### config.mk
export PLATFORM = sky130hd
export DESIGN_NAME = vga_timing_gen
export DESIGN_NICKNAME = d
export VERILOG_FILES = /design/src/rtl/vga_timing_gen.sv
export SDC_FILE = /design/constraint.sdc
export NUM_CORES = 1
export LEC_CHECK = 0
export CORE_MARGIN = 2
export CORE_UTILIZATION = 42
export DETAILED_ROUTE_END_ITERATION = 12
export PLACE_DENSITY = 0.73
export SLEW_MARGIN = 20
export SYNTH_ARGS = -nofsm -noshare
export SYNTH_HDL_FRONTEND = slang
export SYNTH_SLANG_ARGS = --single-unit
### constraint.sdc
create_clock -name clk -period 2 [get_ports clk]
set_clock_uncertainty 0.1 [all_clocks]
set_input_delay 0.2 -clock clk [delete_from_list [all_inputs] [get_ports clk]]
set_output_delay 0.2 -clock clk [all_outputs]
set_load 0.03 [all_outputs]
### src/rtl/vga_timing_gen.sv
// vga_timing_gen: 640x480@60 VGA counters, region decode and registered pixel/sync output stage.
module vga_timing_gen #(
    parameter int H_ACT    = 640,
    parameter int H_FP     = 16,
    parameter int H_SYNC   = 96,
    parameter int H_BP     = 48,
    parameter int V_ACT    = 480,
    parameter int V_FP     = 10,
    parameter int V_SYNC   = 2,
    parameter int V_BP     = 33,
    parameter int SYNC_POL = 0
) (
    input  logic        clk,
    input  logic        rstn,
    input  logic [11:0] d_in,
    output logic [9:0]  col_addr,
    output logic [8:0]  row_addr,
    output logic        rdn,
    output logic [3:0]  r,
    output logic [3:0]  g,
    output logic [3:0]  b,
    output logic        hs,
    output logic        vs,
    output logic        frame_start
);
    localparam int H_TOT = H_ACT + H_FP + H_SYNC + H_BP;
    localparam int V_TOT = V_ACT + V_FP + V_SYNC + V_BP;
    localparam logic [9:0] H_LAST = 10'(H_TOT - 1);
    localparam logic [9:0] V_LAST = 10'(V_TOT - 1);
    localparam logic [9:0] H_VIS  = 10'(H_ACT);
    localparam logic [9:0] V_VIS  = 10'(V_ACT);
    localparam logic [9:0] HS_BEG = 10'(H_ACT + H_FP);
    localparam logic [9:0] HS_END = 10'(H_ACT + H_FP + H_SYNC);
    localparam logic [9:0] VS_BEG = 10'(V_ACT + V_FP);
    localparam logic [9:0] VS_END = 10'(V_ACT + V_FP + V_SYNC);
    localparam logic       POL    = (SYNC_POL != 0);

    if (H_TOT > 1024 || V_TOT > 1024) begin : g_bad_totals
        $error("vga_timing_gen: line/frame totals must fit 10-bit counters");
    end

    logic [9:0] h_cnt, v_cnt;
    logic       active, hsync_int, vsync_int;

    always_comb begin
        active    = (h_cnt < H_VIS) && (v_cnt < V_VIS);
        hsync_int = (h_cnt >= HS_BEG) && (h_cnt < HS_END);
        vsync_int = (v_cnt >= VS_BEG) && (v_cnt < VS_END);
        col_addr  = active ? h_cnt : '0;
        row_addr  = active ? v_cnt[8:0] : '0;
        rdn       = ~active;
    end

    always_ff @(posedge clk) begin
        if (!rstn) begin
            h_cnt <= '0;
            v_cnt <= '0;
        end else begin
            h_cnt <= (h_cnt == H_LAST) ? '0 : h_cnt + 10'd1;
            if (h_cnt == H_LAST)
                v_cnt <= (v_cnt == V_LAST) ? '0 : v_cnt + 10'd1;
        end
    end

    // Colour is gated by active so blanking never leaks d_in onto the connector.
    always_ff @(posedge clk) begin
        if (!rstn) begin
            {b, g, r}   <= '0;
            hs          <= ~POL;
            vs          <= ~POL;
            frame_start <= 1'b0;
        end else begin
            {b, g, r}   <= active ? d_in : 12'h000;
            hs          <= hsync_int ^ ~POL;
            vs          <= vsync_int ^ ~POL;
            frame_start <= (h_cnt == '0) && (v_cnt == '0);
        end
    end
endmodule

### After elaboration in Yosys (flattened, before gate mapping)

Cells that the tools add are included.
Widths: inputs -> output; s select.

* bitwise operators: 4
* shifts and indexed selects: 0
* $mul: 0
* div/mod/pow operators: 0
* reduce and logical (&&, ||, !) cells: 8
* add/subtract/negate cells: 2
* equal/unequal tests: 2
* mux-type cells: 3
* order comparisons: 6

Operators with widths (count)
* $add 10x1->10 const B: 2
* $eq 10x10->1 const B: 2
* $logic_not 10->1: 2
* $lt 10x10->1 const B: 2
* $lt 10x9->1 const B: 2
* $mux 10: 2
* $ge 10x10->1 const B: 1
* $ge 10x9->1 const B: 1
* $mux 9: 1
* $logic_and 1x1->1: 4
* $not 1->1: 4
* $reduce_and 2->1: 1
* $reduce_or 2->1: 1

* register bits after elaboration: 35
* bits in writable memories: 0
* memory bits (read-only): 0
* output and inout bits: 35
* memories kept: 0
* input bits: 14
* latch bits: 0
* logic and storage cells: 33

### Logic depth before layout (Yosys ltp)

Gate-level depths: netlist of the first run.

* word-level depth: 3
* mapped depth: 7
* depth with buffers taken out: 6

### Worst setup path after synthesis of the first run

No wires, ideal clock.

* kind: register -> output
* start: register h_cnt[7]
* end: output port col_addr[0]
* arrival time: 1835 ps
* cell stages (with the launch flop): 7
* required time: 1700 ps
* path buffers: 2
* setup slack: -135 ps
* cell sequence: dfxtp_1 > buf_2 > o21a_1 > nor3_1 > clkbuf_1 > inv_2 > nor2_1

* longest elaborated chain between the ends: 3

RTL lines
* start, declared: line 42 `logic [9:0] h_cnt, v_cnt;`
* start signal, assigned: line 59 `h_cnt <= (h_cnt == H_LAST) ? '0 : h_cnt + 10'd1;`
* $lt 10x10->1: line 46 `active = (h_cnt < H_VIS) && (v_cnt < V_VIS);`
* $logic_and 1x1->1: line 46
* $mux 10: line 49 `col_addr = active ? h_cnt : '0;`
* end, declared: line 16 `output logic [9:0] col_addr,`

No other way between the ends.

### Worst setup path after layout of the first run

* start: register v_cnt[6]
* end: output port row_addr[2]

* longest elaborated chain between the ends: 3

RTL lines
* start, declared: line 42
* start signal, assigned: line 61 `v_cnt <= (v_cnt == V_LAST) ? '0 : v_cnt + 10'd1;`
* $lt 10x9->1: line 46
* $logic_and 1x1->1: line 46
* $mux 9: line 50 `row_addr = active ? v_cnt[8:0] : '0;`
* end, declared: line 17 `output logic [8:0] row_addr,`

No other way between the ends.

==> run_summary.xml, run 1 <==
<?xml version="1.0" encoding="UTF-8"?>
<metrics>
  <group name="outcome">
    <metric name="status" unit="">complete, no violations</metric>
  </group>
  <group name="synth">
    <metric name="postSynthCellCount" unit="">183</metric>
    <metric name="synth_sequential_area_ratio" unit="%">43.2</metric>
    <metric name="nets_in_the_synthesized_netlist" unit="">201</metric>
    <metric name="netlist_top_cells_area" unit="">sky130_fd_sc_hd__dfxtp_1 (43%), sky130_fd_sc_hd__and2_1 (6.6%), sky130_fd_sc_hd__and3_1 (5.8%), sky130_fd_sc_hd__nor2_1 (5.6%), sky130_fd_sc_hd__xnor2_1 (5.4%)</metric>
    <metric name="yosys_register_bits" unit="">35</metric>
    <metric name="synth_top_area_cell" unit="">sky130_fd_sc_hd__dfxtp_1</metric>
    <metric name="netlist-cell-type-count" unit="">36</metric>
    <metric name="post_synth_instance_area" unit="µm²">1620</metric>
    <metric name="syn_avg_cell_area" unit="µm²">8.87</metric>
    <metric name="yosys_warnings" unit="">0</metric>
    <metric name="top_cell_type_s_share_of_synthesized_area" unit="%">43.2</metric>
  </group>
  <group name="clocking">
    <metric name="cts-buffers-inserted" unit="">5</metric>
    <metric name="clock_network_latency_to_the_later_pin_of_the_worst_skew_pair" unit="ps">290</metric>
    <metric name="cts_sink_cnt" unit="">35</metric>
    <metric name="h-tree-depth" unit="">2</metric>
    <metric name="clock-root-buffer" unit="">sky130_fd_sc_hd__clkbuf_8</metric>
    <metric name="ctsLongestPathBuffers" unit="">2</metric>
    <metric name="cts.reportedPaths.clkPinSlew" unit="ps">80</metric>
    <metric name="clock_tree_from_tritoncts" unit="">done</metric>
  </group>
  <group name="min_path">
    <metric name="hold-path-endpoint" unit="">h_cnt[0]</metric>
    <metric name="worstHoldStart" unit="">h_cnt[0]</metric>
    <metric name="worst_hold_path_type" unit="">flip-flop to flip-flop</metric>
    <metric name="whs_path_depth" unit="">1</metric>
  </group>
  <group name="critical_path">
    <metric name="worst_path_max_delay_cell" unit="">sky130_fd_sc_hd__dfxtp_4</metric>
    <metric name="cpPeakStageDelay" unit="ps">360</metric>
    <metric name="worst-endpoint-required" unit="ps">1700</metric>
    <metric name="reg2reg_slack" unit="ps">110</metric>
    <metric name="worstPathCellList" unit="">and4_4 -&gt; nor3_4 -&gt; buf_6 -&gt; buf_4 -&gt; and2_1 -&gt; buf_6</metric>
    <metric name="worstSetupPathType" unit="">flip-flop to output port</metric>
    <metric name="cp_num_buf_inv" unit="">3</metric>
    <metric name="cp-start-kind" unit="">flip-flop</metric>
    <metric name="timing.rr.start" unit="">v_cnt[1]</metric>
    <metric name="crit_top_cell" unit="">sky130_fd_sc_hd__buf_6</metric>
    <metric name="path_max_fanout" unit="">7</metric>
    <metric name="critPathTopFamily" unit="">simple AND/OR/NAND/NOR gates</metric>
    <metric name="cp_num_cells" unit="">6</metric>
    <metric name="ff2ff_path_depth" unit="">5</metric>
    <metric name="r2r-end" unit="">v_cnt[8]</metric>
    <metric name="worst-endpoint-arrival" unit="ps">1630</metric>
    <metric name="worstSetupEndpointType" unit="">output port</metric>
  </group>
  <group name="die">
    <metric name="io_pins" unit="">49</metric>
    <metric name="die_height" unit="µm">66.2</metric>
    <metric name="placementRows" unit="">22</metric>
    <metric name="die_w" unit="µm">66.2</metric>
    <metric name="fp.coreArea" unit="µm²">3690</metric>
    <metric name="initial_core_util" unit="%">44.0</metric>
    <metric name="die-area" unit="µm²">4380</metric>
  </group>
  <group name="place">
    <metric name="dp.final_hpwl" unit="µm">2760</metric>
    <metric name="placement.io_buffers" unit="">48</metric>
    <metric name="gp_congestion" unit="">0.884</metric>
  </group>
  <group name="detailed_routing">
    <metric name="vias_per_cell" unit="">5.17</metric>
    <metric name="via_count" unit="">1555</metric>
    <metric name="final_antenna_net_count" unit="">0</metric>
    <metric name="routed_wirelength" unit="µm">4170</metric>
    <metric name="drt_first_iter_violations" unit="">46</metric>
    <metric name="drt_drc_violations_left" unit="">0</metric>
    <metric name="wl_per_cell" unit="µm">13.8</metric>
    <metric name="drt_pre_antenna_iters" unit="">4</metric>
  </group>
  <group name="grt">
    <metric name="grtUsageTotal" unit="%">20.5</metric>
    <metric name="antenna_found_initial" unit="">0</metric>
    <metric name="grt_overflow_total" unit="">0</metric>
    <metric name="first_global_vias" unit="">1390</metric>
    <metric name="grt_start_max_net_pins" unit="">14</metric>
    <metric name="grt_first_pass_wirelength" unit="µm">6780</metric>
  </group>
  <group name="flow_run">
    <metric name="cap_viol_max_count" unit="">0</metric>
  </group>
  <group name="final_layout">
    <metric name="n_antenna_cell" unit="">0</metric>
    <metric name="nets" unit="">270</metric>
    <metric name="syn_to_final_growth" unit="%">52.7</metric>
    <metric name="finished_core_util" unit="%">67.2</metric>
    <metric name="fillCellCount" unit="">296</metric>
    <metric name="layout-drive-gt1-share" unit="%">29.2</metric>
  </group>
  <group name="power">
    <metric name="power_density" unit="nW/µm²">608</metric>
    <metric name="power_leakage" unit="nW">1.07</metric>
    <metric name="finalPower" unit="mW">1.51</metric>
    <metric name="ir_drop" unit="µV">403</metric>
  </group>
  <group name="sta">
    <metric name="post-route-period-util" unit="%">96.6</metric>
    <metric name="maxSlewViolCount" unit="">0</metric>
    <metric name="maxClockFrequency" unit="MHz">518</metric>
    <metric name="worst_hold_slack" unit="ps">391</metric>
    <metric name="fin_tns_setup" unit="ps">0</metric>
    <metric name="setup_viol_count_final" unit="">0</metric>
    <metric name="setup_repair_after_global_routing_missed_its_margin" unit="">false</metric>
    <metric name="final.min_clock_period" unit="ps">1930</metric>
    <metric name="hold_violations" unit="">0</metric>
    <metric name="maxSlewHeadroom" unit="%">68.4</metric>
    <metric name="worst_slew_pin_slew" unit="ps">473</metric>
  </group>
</metrics>
[synth_stat cells (all sizes together)]
| cell type | instances |
|---|---|
| dfxtp | 35 |
| nor2 | 24 |
| and2 | 17 |
| and3 | 15 |
| nand3 | 10 |
| xnor2 | 10 |
| nand2 | 9 |
| inv | 7 |
| nor4 | 7 |
| clkbuf | 6 |
| nor3 | 6 |
| nand4 | 5 |
| buf | 4 |
| ha | 4 |
| xor2 | 4 |
| and4 | 2 |
| nand4b | 2 |
| o21ai | 2 |
| or3 | 2 |
| a211oi | 1 |
| a21oi | 1 |
| and4b | 1 |
| mux2i | 1 |
| nand2b | 1 |
| nor2b | 1 |
| nor3b | 1 |
| o21a | 1 |
| o221ai | 1 |
| or3b | 1 |
| or4 | 1 |
| or4b | 1 |
[metrics by stage]
step | std cells | worst slack, ps | instance area [µm²]
6_report | 301 | 67.7 | 2480
5_1_grt | 301 | 3.85 | 2480
4_1_cts | 297 | 4.80 | 2390
3_5_place_dp | 284 | 200 | 2180
3_3_place_gp | 284 | 205 | 2180
2_1_floorplan | 183 | -135 | 1620
[cells in the final DEF, fill, tap and decap left out, drive strengths merged]
cell type	Yosys	routed
inv	7	7
clkbuf	6	5
o21a	1	1
clkinv	0	2
mux2i	1	1
nand2b	1	1
xnor2	10	10
and4b	1	1
dlygate4sd2	0	1
and2	17	17
or3	2	2
nand4	5	5
and3	15	15
buf	4	43
nand4b	2	2
nand3	10	10
dfxtp	35	35
o221ai	1	1
clkdlybuf4s50	0	28
nand2	9	9
ha	4	4
bufinv	0	1
and4	2	2
xor2	4	4
nor3	6	6
o21ai	2	2
nor2	24	24
a21oi	1	1
nor2b	1	1
or3b	1	1
or4	1	1
nor4	7	7
nor3b	1	1
or4b	1	1
a211oi	1	1
[worst register-to-register path, delay by kind of cell, from the launching register on]
family	cells	cell delay [ps]
fa+ha+maj	1	260
buf+inv	1	60
compound gates	1	90
flops	1	450
simple gates	2	820
[flip-flops by register name, indices dropped and copies added, names as in the netlist]
| signal | cells |
|---|---|
| h_cnt | 10 |
| hs | 1 |
| v_cnt | 10 |
| r | 4 |
| b | 4 |
| g | 4 |
| vs | 1 |
| frame_start | 1 |
[worst max-delay path by stage]
| stage | startpoint | end | slack, ps |
|---|---|---|---|
| finish | v_cnt[6] | row_addr[2] | 70 |
| global route | v_cnt[6] | col_addr[0] | 4 |
| floorplan | h_cnt[7] | col_addr[0] | -130 |
| detailed placement | h_cnt[7] | rdn | 200 |
| CTS | v_cnt[6] | col_addr[3] | 5 |
| global placement | v_cnt[1] | v_cnt[8] | 200 |
[final cells by class]
type	instances	area, µm²	area share (%)
clock buffer	5	68.8	2.78
multi-input combinational	131	877	35.4
inverter	7	26.3	1.06
timing repair buffer	72	684	27.6
sequential	35	718	29.0
tap	48	60.1	2.42
clock inverter	3	43.8	1.77
[where the power goes]
group / switching, mW / internal, mW
Sequential: 0.00797 / 0.711
Combinational: 0.0763 / 0.0769
Clock: 0.263 / 0.371
Total: 0.348 / 1.16
[timing repair]
item                                    in CTS  in global routing
pin swaps                                    2                  2
gates resized for setup                     17                 23
cloned                                       2                  0
buffers inserted                             5                  6
endpoints found under the setup margin      15                 15
hold buffers                                 0                  0
[metal layers]
layer	vias up	part of all wire (%)	track usage (%)
met5	-	0	0
met4	0	1.5	7.40
met3	5	7.1	4.77
met2	65	48	33.9
met1	721	44	25.9
li1	764	-	-
[logic make-up after synthesis]
group	synth area share (%)
compound gates	3.08
xor+xnor	7.56
fa+ha+maj	3.08
buf+inv	5.01
flops	43.2
mux	0.617
simple gates	37.5
(Power assumes the default switching activity.)
==> run 2, diff against run 1 <==
--- a/config.mk
+++ b/config.mk
@@ -5,10 +5,12 @@
 export SDC_FILE = /design/constraint.sdc
 export NUM_CORES = 1
 export LEC_CHECK = 0
-export CORE_MARGIN = 2
+export CORE_ASPECT_RATIO = 2
+export CORE_MARGIN = 10
 export CORE_UTILIZATION = 42
 export DETAILED_ROUTE_END_ITERATION = 12
 export PLACE_DENSITY = 0.73
+export REMOVE_ABC_BUFFERS = 1
 export SLEW_MARGIN = 20
 export SYNTH_ARGS = -nofsm -noshare
 export SYNTH_HDL_FRONTEND = slang
==> run 2 against run 1 <==
  * Count of clock-buffer cells in the layout did not move
  * Highest routed layer unchanged
  * Critical path type unchanged
  * Register-to-register slack worse by 30 ps
  * Maximum frequency shrank 1.5%
  * Combinational power up 7%
==> run_summary.xml, run 2 (synthesis gave the netlist of run 1 again) <==
<?xml version="1.0" encoding="UTF-8"?>
<metrics>
  <group name="clocking">
    <metric name="clock_network_latency_to_the_later_pin_of_the_worst_skew_pair" unit="ps">290</metric>
    <metric name="h-tree-depth" unit="">2</metric>
    <metric name="ctsLongestPathBuffers" unit="">2</metric>
    <metric name="clock-root-buffer" unit="">sky130_fd_sc_hd__clkbuf_8</metric>
    <metric name="cts.reportedPaths.clkPinSlew" unit="ps">70</metric>
    <metric name="cts_sink_cnt" unit="">35</metric>
    <metric name="cts-buffers-inserted" unit="">5</metric>
    <metric name="clock_tree_from_tritoncts" unit="">done</metric>
  </group>
  <group name="die">
    <metric name="die-area" unit="µm²">6900</metric>
    <metric name="placementRows" unit="">31</metric>
    <metric name="fp.coreArea" unit="µm²">3680</metric>
    <metric name="die_w" unit="µm">64.0</metric>
    <metric name="initial_core_util" unit="%">44.0</metric>
    <metric name="io_pins" unit="">49</metric>
    <metric name="die_height" unit="µm">108</metric>
  </group>
  <group name="sta">
    <metric name="setup_viol_count_final" unit="">0</metric>
    <metric name="post-route-period-util" unit="%">98.0</metric>
    <metric name="maxSlewViolCount" unit="">0</metric>
    <metric name="maxSlewHeadroom" unit="%">75.7</metric>
    <metric name="hold_violations" unit="">0</metric>
    <metric name="final.min_clock_period" unit="ps">1960</metric>
    <metric name="setup_repair_after_global_routing_missed_its_margin" unit="">true</metric>
    <metric name="maxClockFrequency" unit="MHz">510</metric>
    <metric name="fin_tns_setup" unit="ps">0</metric>
    <metric name="worst_slew_pin_slew" unit="ps">361</metric>
  </group>
  <group name="critical_path">
    <metric name="r2r-end" unit="">v_cnt[8]</metric>
    <metric name="ff2ff_path_depth" unit="">5</metric>
    <metric name="worstSetupPathType" unit="">flip-flop to output port</metric>
    <metric name="worst-endpoint-required" unit="ps">1700</metric>
    <metric name="timing.rr.start" unit="">h_cnt[8]</metric>
    <metric name="critical_path.startpoint" unit="">v_cnt[8]</metric>
    <metric name="worst-endpoint-arrival" unit="ps">1660</metric>
    <metric name="reg2reg_slack" unit="ps">80</metric>
    <metric name="worstSetupEndpointType" unit="">output port</metric>
    <metric name="cp-start-kind" unit="">flip-flop</metric>
    <metric name="path_max_fanout" unit="">6</metric>
    <metric name="critical_path.endpoint" unit="">col_addr[4]</metric>
  </group>
  <group name="final_layout">
    <metric name="reg.largest.list" unit="">h_cnt: 10 flops, v_cnt: 10 flops</metric>
    <metric name="final_cell_mix" unit="">sky130_fd_sc_hd__dfxtp_1 (32), sky130_fd_sc_hd__buf_4 (28), sky130_fd_sc_hd__clkdlybuf4s50_1 (28)</metric>
    <metric name="nets" unit="">266</metric>
    <metric name="layout-drive-gt1-share" unit="%">28.1</metric>
    <metric name="finish.cell_count_without_fillers" unit="">298</metric>
    <metric name="finished_core_util" unit="%">66.0</metric>
    <metric name="fillCellCount" unit="">321</metric>
    <metric name="n_antenna_cell" unit="">0</metric>
    <metric name="final_cell_area" unit="µm²">2430</metric>
    <metric name="layout_commonest_cell" unit="">sky130_fd_sc_hd__dfxtp_1</metric>
    <metric name="syn_to_final_growth" unit="%">49.8</metric>
  </group>
  <group name="detailed_routing">
    <metric name="routed_wirelength" unit="µm">5090</metric>
    <metric name="drt_first_iter_violations" unit="">52</metric>
    <metric name="drt_drc_violations_left" unit="">0</metric>
    <metric name="wl_per_cell" unit="µm">17.1</metric>
    <metric name="final_antenna_net_count" unit="">0</metric>
    <metric name="via_count" unit="">1547</metric>
    <metric name="vias_per_cell" unit="">5.19</metric>
    <metric name="drt_pre_antenna_iters" unit="">4</metric>
  </group>
  <group name="grt">
    <metric name="antenna_found_initial" unit="">0</metric>
    <metric name="grt_first_pass_wirelength" unit="µm">8090</metric>
    <metric name="grtUsageTotal" unit="%">14.8</metric>
    <metric name="first_global_vias" unit="">1620</metric>
    <metric name="grt_overflow_total" unit="">0</metric>
    <metric name="grt_start_max_net_pins" unit="">19</metric>
  </group>
  <group name="place">
    <metric name="dp.final_hpwl" unit="µm">3670</metric>
    <metric name="gp_congestion" unit="">0.882</metric>
    <metric name="placement.io_buffers" unit="">48</metric>
    <metric name="dp_cells" unit="">288</metric>
    <metric name="dpl_cell_area" unit="µm²">2200</metric>
  </group>
  <group name="min_path">
    <metric name="worstHoldStart" unit="">d_in[8]</metric>
    <metric name="worst_hold_path_type" unit="">input port to flip-flop</metric>
    <metric name="whs_path_depth" unit="">2</metric>
  </group>
  <group name="power">
    <metric name="ir_drop" unit="µV">469</metric>
    <metric name="finalPower" unit="mW">1.52</metric>
    <metric name="power_density" unit="nW/µm²">626</metric>
    <metric name="power_leakage" unit="nW">1.05</metric>
  </group>
  <group name="outcome">
    <metric name="status" unit="">complete, no violations</metric>
  </group>
  <group name="flow_run">
    <metric name="cap_viol_max_count" unit="">0</metric>
  </group>
</metrics>
run 2: cell count changes in the layout (fill, tap and decap cells not counted), sizes merged:
cell / delta
buf: -4
run 2: power breakdown:
group          total [mW]  switching [mW]  internal (mW)
Sequential          0.721         0.00680          0.714
Clock               0.638           0.267          0.371
Combinational       0.163          0.0819         0.0809
run 2: stage by stage:
stage               hold slack [ps]  setup WS [ps]
finish                          393           39.0
global route                    400          -39.5
CTS                             393          -3.17
detailed placement              416            183
global placement                410            182
floorplan                       222           -673
run 2: area by class of cell:
type | count | area, µm² | area share, %
clock buffer | 5 | 68.8 | 2.83
sequential | 35 | 709 | 29.2
multi-input combinational | 131 | 905 | 37.2
inverter | 7 | 26.3 | 1.08
clock inverter | 3 | 43.8 | 1.80
tap | 49 | 61.3 | 2.52
timing repair buffer | 68 | 617 | 25.4
run 2: worst min-delay path by stage:
stage               endpoint  slack (ps)
finish                  b[0]         390
global route            g[3]         400
CTS                     r[3]         390
detailed placement  h_cnt[0]         420
global placement    h_cnt[0]         410
floorplan           h_cnt[2]         220
run 2: critical path, stage by stage (launching register included):
cell and delay [ps]:
sky130_fd_sc_hd__dfxtp_4 360, sky130_fd_sc_hd__and4_4 220, sky130_fd_sc_hd__nor3_4 270, sky130_fd_sc_hd__buf_2 230, sky130_fd_sc_hd__and2_1 140, sky130_fd_sc_hd__buf_4 150
run 2: repair_timing:
action / in CTS / in global routing
gates cloned: 2 / 0
endpoints found under the setup margin: 16 / 30
resized for setup: 12 / 23
pin swaps: 2 / 2
setup buffers: 2 / 0
hold buffers: 0 / 0
hold endpoints to repair: 0 / 0
run 2: routing by layer:
layer,GRT usage [%],share of wire [%]
met5,0,0
met4,10.2,3.9
met3,4.17,8.0
met2,27.1,55
met1,13.4,33
